--- config.mk ---
export PLATFORM = sky130hd
export DESIGN_NAME = fireball_draw_flat
export DESIGN_NICKNAME = d
export VERILOG_FILES = /design/src/rtl/fireball_draw_if.sv /design/src/rtl/fireball_draw.sv /design/src/flat_wrapper.sv
export SDC_FILE = /design/constraint.sdc
export NUM_CORES = 1
export LEC_CHECK = 0
export CORE_MARGIN = 5
export CORE_UTILIZATION = 49
export DETAILED_ROUTE_END_ITERATION = 8
export PLACE_DENSITY = 0.8
export SYNTH_ARGS = -nofsm -noshare
export SYNTH_HDL_FRONTEND = slang
export SYNTH_SLANG_ARGS = --single-unit
export TNS_END_PERCENT = 1
--- constraint.sdc ---
create_clock -name clk -period 3 [get_ports clk]
set_input_delay 0.45 -clock clk [delete_from_list [all_inputs] [get_ports clk]]
set_output_delay 0.45 -clock clk [all_outputs]
set_load 0.05 [all_outputs]
--- src/rtl/fireball_draw_if.sv ---
// Pixel/sprite bus between the fireball renderer and its surroundings.
// Master drives the scan position, trigger, frame strobe and ROM data; slave returns ROM address and pixel.
interface fireball_draw_if;
    logic       frame_clk;
    logic       trigger;
    logic [9:0] fire_x;
    logic [9:0] fire_y;
    logic [9:0] draw_x;
    logic [9:0] draw_y;
    logic [4:0] sprite_row;
    logic [4:0] sprite_col;
    logic [9:0] sprite_idx;
    logic       draw_en;
    logic [9:0] color_idx;
    logic       active;

    modport master (
        output frame_clk, trigger, fire_x, fire_y, draw_x, draw_y, sprite_idx,
        input  sprite_row, sprite_col, draw_en, color_idx, active
    );

    modport slave (
        input  frame_clk, trigger, fire_x, fire_y, draw_x, draw_y, sprite_idx,
        output sprite_row, sprite_col, draw_en, color_idx, active
    );
endinterface

--- src/rtl/fireball_draw.sv ---
// Fireball sprite renderer: lifetime FSM (IDLE/SHOW/FADE) plus a 2-stage pixel pipeline.
// Optional macro FIREBALL_FLICKER_EN makes the sprite blink on alternate frames while fading.
module fireball_draw #(
    parameter int unsigned LIFE_FRAMES = 30,
    parameter int unsigned TRANSP_IDX  = 391
) (
    input  logic           clk,
    input  logic           rst,
    fireball_draw_if.slave bus
);
    typedef enum logic [1:0] {IDLE, SHOW, FADE} state_t;

    localparam logic [7:0] LIFE_LOAD = 8'(LIFE_FRAMES);
    localparam logic [9:0] TRANSP    = 10'(TRANSP_IDX);

    state_t      state, state_n;
    logic [7:0]  life, life_n;
    logic [9:0]  pos_x, pos_y, pos_x_n, pos_y_n;
    logic        frame_q;
    logic        frame_tick;
    logic        visible;
    logic [10:0] dx, dy;
    logic        in_box;
    logic        in_box_q;
    logic        vis_q;

    assign frame_tick = bus.frame_clk & ~frame_q;

    // A trigger always wins over a frame tick and restarts the full lifetime.
    always_comb begin
        state_n = state;
        life_n  = life;
        pos_x_n = pos_x;
        pos_y_n = pos_y;
        if (bus.trigger) begin
            state_n = SHOW;
            life_n  = LIFE_LOAD;
            pos_x_n = bus.fire_x;
            pos_y_n = bus.fire_y;
        end else begin
            case (state)
                IDLE: state_n = IDLE;
                SHOW: begin
                    if (frame_tick) begin
                        life_n = life - 8'd1;
                        if (life == 8'd9) state_n = FADE;
                    end
                end
                FADE: begin
                    if (frame_tick) begin
                        life_n = life - 8'd1;
                        if (life == 8'd1) state_n = IDLE;
                    end
                end
                default: state_n = IDLE;
            endcase
        end
    end

    always_comb begin
        visible = 1'b0;
        case (state)
            SHOW: visible = 1'b1;
`ifdef FIREBALL_FLICKER_EN
            FADE: visible = life[0];
`else
            FADE: visible = 1'b1;
`endif
            default: visible = 1'b0;
        endcase
    end

    always_ff @(posedge clk or posedge rst) begin
        if (rst) begin
            state      <= IDLE;
            life       <= 8'd0;
            pos_x      <= 10'd0;
            pos_y      <= 10'd0;
            frame_q    <= 1'b0;
            bus.active <= 1'b0;
        end else begin
            state      <= state_n;
            life       <= life_n;
            pos_x      <= pos_x_n;
            pos_y      <= pos_y_n;
            frame_q    <= bus.frame_clk;
            bus.active <= (state_n != IDLE);
        end
    end

    // 11-bit differences so a sprite near the right/bottom edge clips instead of wrapping to 0.
    assign dx     = {1'b0, bus.draw_x} - {1'b0, pos_x};
    assign dy     = {1'b0, bus.draw_y} - {1'b0, pos_y};
    assign in_box = (dx[10:5] == 6'd0) && (dy[10:5] == 6'd0);

    // Visibility travels with the pixel so a state change never splits one pixel's decision.
    always_ff @(posedge clk or posedge rst) begin
        if (rst) begin
            in_box_q       <= 1'b0;
            vis_q          <= 1'b0;
            bus.sprite_row <= 5'd0;
            bus.sprite_col <= 5'd0;
            bus.color_idx  <= 10'd0;
            bus.draw_en    <= 1'b0;
        end else begin
            in_box_q       <= in_box;
            vis_q          <= visible;
            bus.sprite_row <= dy[4:0];
            bus.sprite_col <= dx[4:0];
            bus.color_idx  <= bus.sprite_idx;
            bus.draw_en    <= in_box_q & vis_q & (bus.sprite_idx != TRANSP);
        end
    end
endmodule

--- src/flat_wrapper.sv ---
// flat-port wrapper written by rule: the top's interface ports become plain ports
module fireball_draw_flat 
#(
    parameter int unsigned LIFE_FRAMES = 30,
    parameter int unsigned TRANSP_IDX  = 391
)
  (clk, rst, bus_frame_clk, bus_trigger, bus_fire_x, bus_fire_y, bus_draw_x, bus_draw_y, bus_sprite_idx, bus_sprite_row, bus_sprite_col, bus_draw_en, bus_color_idx, bus_active);
  fireball_draw_if bus_i ();
  input  logic clk;
  input  logic rst;
  input wire logic [$bits(bus_i.frame_clk)-1:0] bus_frame_clk;
  input wire logic [$bits(bus_i.trigger)-1:0] bus_trigger;
  input wire logic [$bits(bus_i.fire_x)-1:0] bus_fire_x;
  input wire logic [$bits(bus_i.fire_y)-1:0] bus_fire_y;
  input wire logic [$bits(bus_i.draw_x)-1:0] bus_draw_x;
  input wire logic [$bits(bus_i.draw_y)-1:0] bus_draw_y;
  input wire logic [$bits(bus_i.sprite_idx)-1:0] bus_sprite_idx;
  output wire logic [$bits(bus_i.sprite_row)-1:0] bus_sprite_row;
  output wire logic [$bits(bus_i.sprite_col)-1:0] bus_sprite_col;
  output wire logic [$bits(bus_i.draw_en)-1:0] bus_draw_en;
  output wire logic [$bits(bus_i.color_idx)-1:0] bus_color_idx;
  output wire logic [$bits(bus_i.active)-1:0] bus_active;
  assign bus_i.frame_clk = bus_frame_clk;
  assign bus_i.trigger = bus_trigger;
  assign bus_i.fire_x = bus_fire_x;
  assign bus_i.fire_y = bus_fire_y;
  assign bus_i.draw_x = bus_draw_x;
  assign bus_i.draw_y = bus_draw_y;
  assign bus_i.sprite_idx = bus_sprite_idx;
  assign bus_sprite_row = bus_i.sprite_row;
  assign bus_sprite_col = bus_i.sprite_col;
  assign bus_draw_en = bus_i.draw_en;
  assign bus_color_idx = bus_i.color_idx;
  assign bus_active = bus_i.active;
  fireball_draw #(.LIFE_FRAMES(LIFE_FRAMES), .TRANSP_IDX(TRANSP_IDX)) u_core (.clk(clk), .rst(rst), .bus(bus_i));
endmodule
==> flow_summary.yaml <==
synthesis:
  synth_top_family_by_area: "simple AND/OR/NAND/NOR gates"
  synth_xor_area_share_pct: 4.50
  synthAdderAreaFrac_pct: 11.7
  synthCells: 294
  netlist_area_um2: 2920
  synthSimpleGateAreaFrac_pct: 15.4
  yosys.area.top_type: "dfrtp_1"
  yosysWarnings: 0
  synth-seq-area-share_pct: 47.2
  synth.most_common_cell: "dfrtp_1"
  yosys_most_used_dff: "dfrtp_1"
  synth_top_cells_by_count: "dfrtp_1, inv_1, o21ai_0"
  synthMuxAreaShare_pct: 1.80
  ys_ff_latch: 55
  synth.distinct_cells: 46
  mappedNetlistNets: 374
  synth_compound_area_share_pct: 13.7
  synthArstFlopShare_pct: 100
  synth_edf_count: 0
  postSynthAreaPerCell_um2: 9.92
  yosys.area.top_type_share_pct: 47.2
  synthTopCellsByArea: "dfrtp_1, ha_1, inv_1, o21ai_0, xnor2_1"
final_layout:
  diodes: 0
  fill_cells: 479
  area_growth_pct: 32.7
  nNetsFinal: 454
  layout-drive-gt1-share_pct: 4.80
  fin_util_pct: 66.2
clock_tree:
  cts_resized: 0
  clockBufferDepth: 2
  htree_levels: 2
  path_clk_slew_ps: 110
  numCtsBuffers: 5
  tritoncts: "yes"
  hold_buffers: 0
  clock_sink_count: 55
  clk_latency_ps: 310
  cts-root-buf: "clkbuf_8"
  postCtsSetupBuffers: 0
global_route:
  grt_max_degree: 56
  use_met1_pct: 24.1
  grt_pass1_vias: 2295
  grt.overflow.total: 0
  met2_usage_pct: 28.4
  top_usage_layer: "met2"
  grt_usage_pct: 17.6
  grt_use_met3_pct: 4.07
  grt_pass1_wl_um: 10500
  grt_antenna_before_repair: 0
worst_setup_path:
  crit-reg2reg-launch: "u_core.pos_y[0]$_DFFE_PP0P_"
  worstReg2RegEnd: "u_core.in_box_q$_DFF_PP0_"
  critical_path_required_ps: 3250
  arrival_ps: 2870
  start_kind: "primary input"
  r2r_cells: 9
  ff2ff_setup_slack_ps: 620
  critPathMaxFanout: 2
  end_kind: "flop"
  critPathKind: "primary input to flop"
pwr:
  clockPowerShare_pct: 22.5
  power_density_nw_per_um2: 493
  power_switching_w: 0.000658
  peakVddDrop_mv: 0.342
  switching_share_pct: 34.5
  power.internal_w: 0.00125
  p_leak_nw: 1.74
  power.share.sequential_pct: 43.7
  comb_power_share_pct: 33.8
drt:
  drc: 0
  vias: 2305
  wl_per_cell_um: 14.6
  drt_iter0_markers: 56
  via_per_inst: 5.12
  drtAntennaViolNets: 0
  drt-pass1-iter-count: 4
  drt_wl_total_um: 6560
flow_run:
  drv_cap: 0
place:
  io_buffers: 75
  gp_routability_congestion: 0.874
  hpwl_um: 4920
status:
  status: "finished, final reports clean"
die:
  rows: 28
  die-width_um: 87.2
  die_h_um: 87.2
  dieArea_um2: 7600
  ios: 76
  start_util_pct: 49.9
  design.core.area_um2: 5850
timing:
  fmax_mhz: 383
  hold_viol: 0
  worst_slew_pin_slew_ps: 506
  rsz0062_at_grt: "no"
  post-route-min-period_ps: 2610
  slew_violations: 0
  period_share_pct: 87.1
  setup_viol: 0
  clock_skew_ps: 7.84
  tns_ps: 0
  relSlewSlack_pct: 66.2
min_path:
  worstHoldPathType: "primary input to asynchronous set/reset pin"
-- cell usage in the layout, fill, tap and decap left out, types with 2 or more instances in the layout --
master | synthesis | routed
nand3b_1 | 2 | 2
a21oi_1 | 12 | 12
a21o_1 | 3 | 3
nor2_1 | 22 | 22
inv_1 | 40 | 39
mux2i_1 | 3 | 3
o21a_1 | 3 | 3
nor3_1 | 5 | 5
ha_1 | 24 | 24
xnor2_1 | 11 | 11
clkdlybuf4s50_1 | 0 | 75
nor4_1 | 3 | 3
and4b_1 | 2 | 2
dfrtp_1 | 55 | 55
o21ai_0 | 25 | 25
mux2_2 | 2 | 2
nor2b_1 | 4 | 4
fa_1 | 2 | 2
and3_1 | 2 | 2
buf_4 | 0 | 2
a31oi_1 | 3 | 3
clkbuf_8 | 0 | 5
nand2_1 | 21 | 21
o31ai_1 | 2 | 2
xor2_1 | 4 | 4
o22ai_1 | 3 | 3
nand2b_1 | 14 | 14
inv_6 | 0 | 2
a221o_1 | 2 | 2
-- logic make-up (layout without fill, tap and decap cells) --
kind of cell               count (synthesis)  count (layout)
AOI/OAI and AO/OA                         64              64
muxes                                      5               5
xor gates and xnor gates                  15              15
adders and majority gates                 26              26
DFF                                       55              55
and+or+nand+nor                           84              84
buffers and inverters                     45             126
-- flip-flops by register name, summed over array words and instances, names as in the netlist --
| register | cells |
|---|---|
| u_core.bus.sprite_col | 5 |
| u_core.life | 8 |
| u_core.bus.draw_en | 1 |
| u_core.state | 2 |
| u_core.pos_y | 10 |
| u_core.pos_x | 10 |
| u_core.vis_q | 1 |
| u_core.bus.active | 1 |
| u_core.bus.color_idx | 10 |
| u_core.frame_q | 1 |
| u_core.in_box_q | 1 |
| u_core.bus.sprite_row | 5 |
-- per-stage QoR --
step                      hold slack (ps)  area (um^2)  setup WS (ps)  instances  power [W]
after CTS                             501         3870            363        450    0.00193
final                                 500         3870            386        450    0.00191
after global placement                479         3780            109        442    0.00148
after global routing                  521         3870            210        450    0.00202
after detailed placement              480         3780           43.5        442    0.00149
after floorplan                       457         2920            767        294    0.00127
-- worst max-delay path, cell delays in order --
cell and delay, ps:
clkdlybuf4s50_1 450, inv_1 40, ha_1 210, fa_1 420, nor2b_1 180, o2111ai_1 120, o21ai_0 140, mux2i_1 260
nand4_1 90, a2111oi_0 260, and4b_1 240
-- power groups by stage --
| stage | Sequential (W) | Clock, W | Combinational [W] |
|---|---|---|---|
| finish | 0.000834 | 0.000430 | 0.000645 |
| global route | 0.000842 | 0.000476 | 0.000702 |
| CTS | 0.000834 | 0.000449 | 0.000649 |
| detailed placement | 0.000847 | 0 | 0.000645 |
| global placement | 0.000847 | 0 | 0.000635 |
| floorplan | 0.000989 | 0 | 0.000277 |
-- worst max-delay path by stage --
stage / to / slack, ps / start
floorplan: u_core.in_box_q$_DFF_PP0_ / 770 / bus_draw_y[0]
global placement: u_core.in_box_q$_DFF_PP0_ / 110 / bus_draw_y[0]
detailed placement: u_core.in_box_q$_DFF_PP0_ / 40 / bus_draw_y[0]
CTS: u_core.in_box_q$_DFF_PP0_ / 360 / bus_draw_y[0]
global route: u_core.in_box_q$_DFF_PP0_ / 210 / bus_draw_y[0]
finish: u_core.in_box_q$_DFF_PP0_ / 390 / bus_draw_y[0]
-- area by class of cell --
cell class	count	area, um^2	area share (%)
multi-input combinational	194	1370	35.4
clock inverter	3	25.0	0.646
tap	75	93.8	2.42
timing repair buffer	78	786	20.3
clock buffer	5	68.8	1.78
sequential	55	1380	35.5
inverter	40	150	3.88
-- metal layers --
layer	part of all wire [%]	routed length [um]	vias to the layer above
met5	0	0	-
li1	-	-	1149
met3	8.0	522	4
met4	0.79	52	0
met2	44	2860	75
met1	48	3120	1077
(Power assumes the default switching activity.)
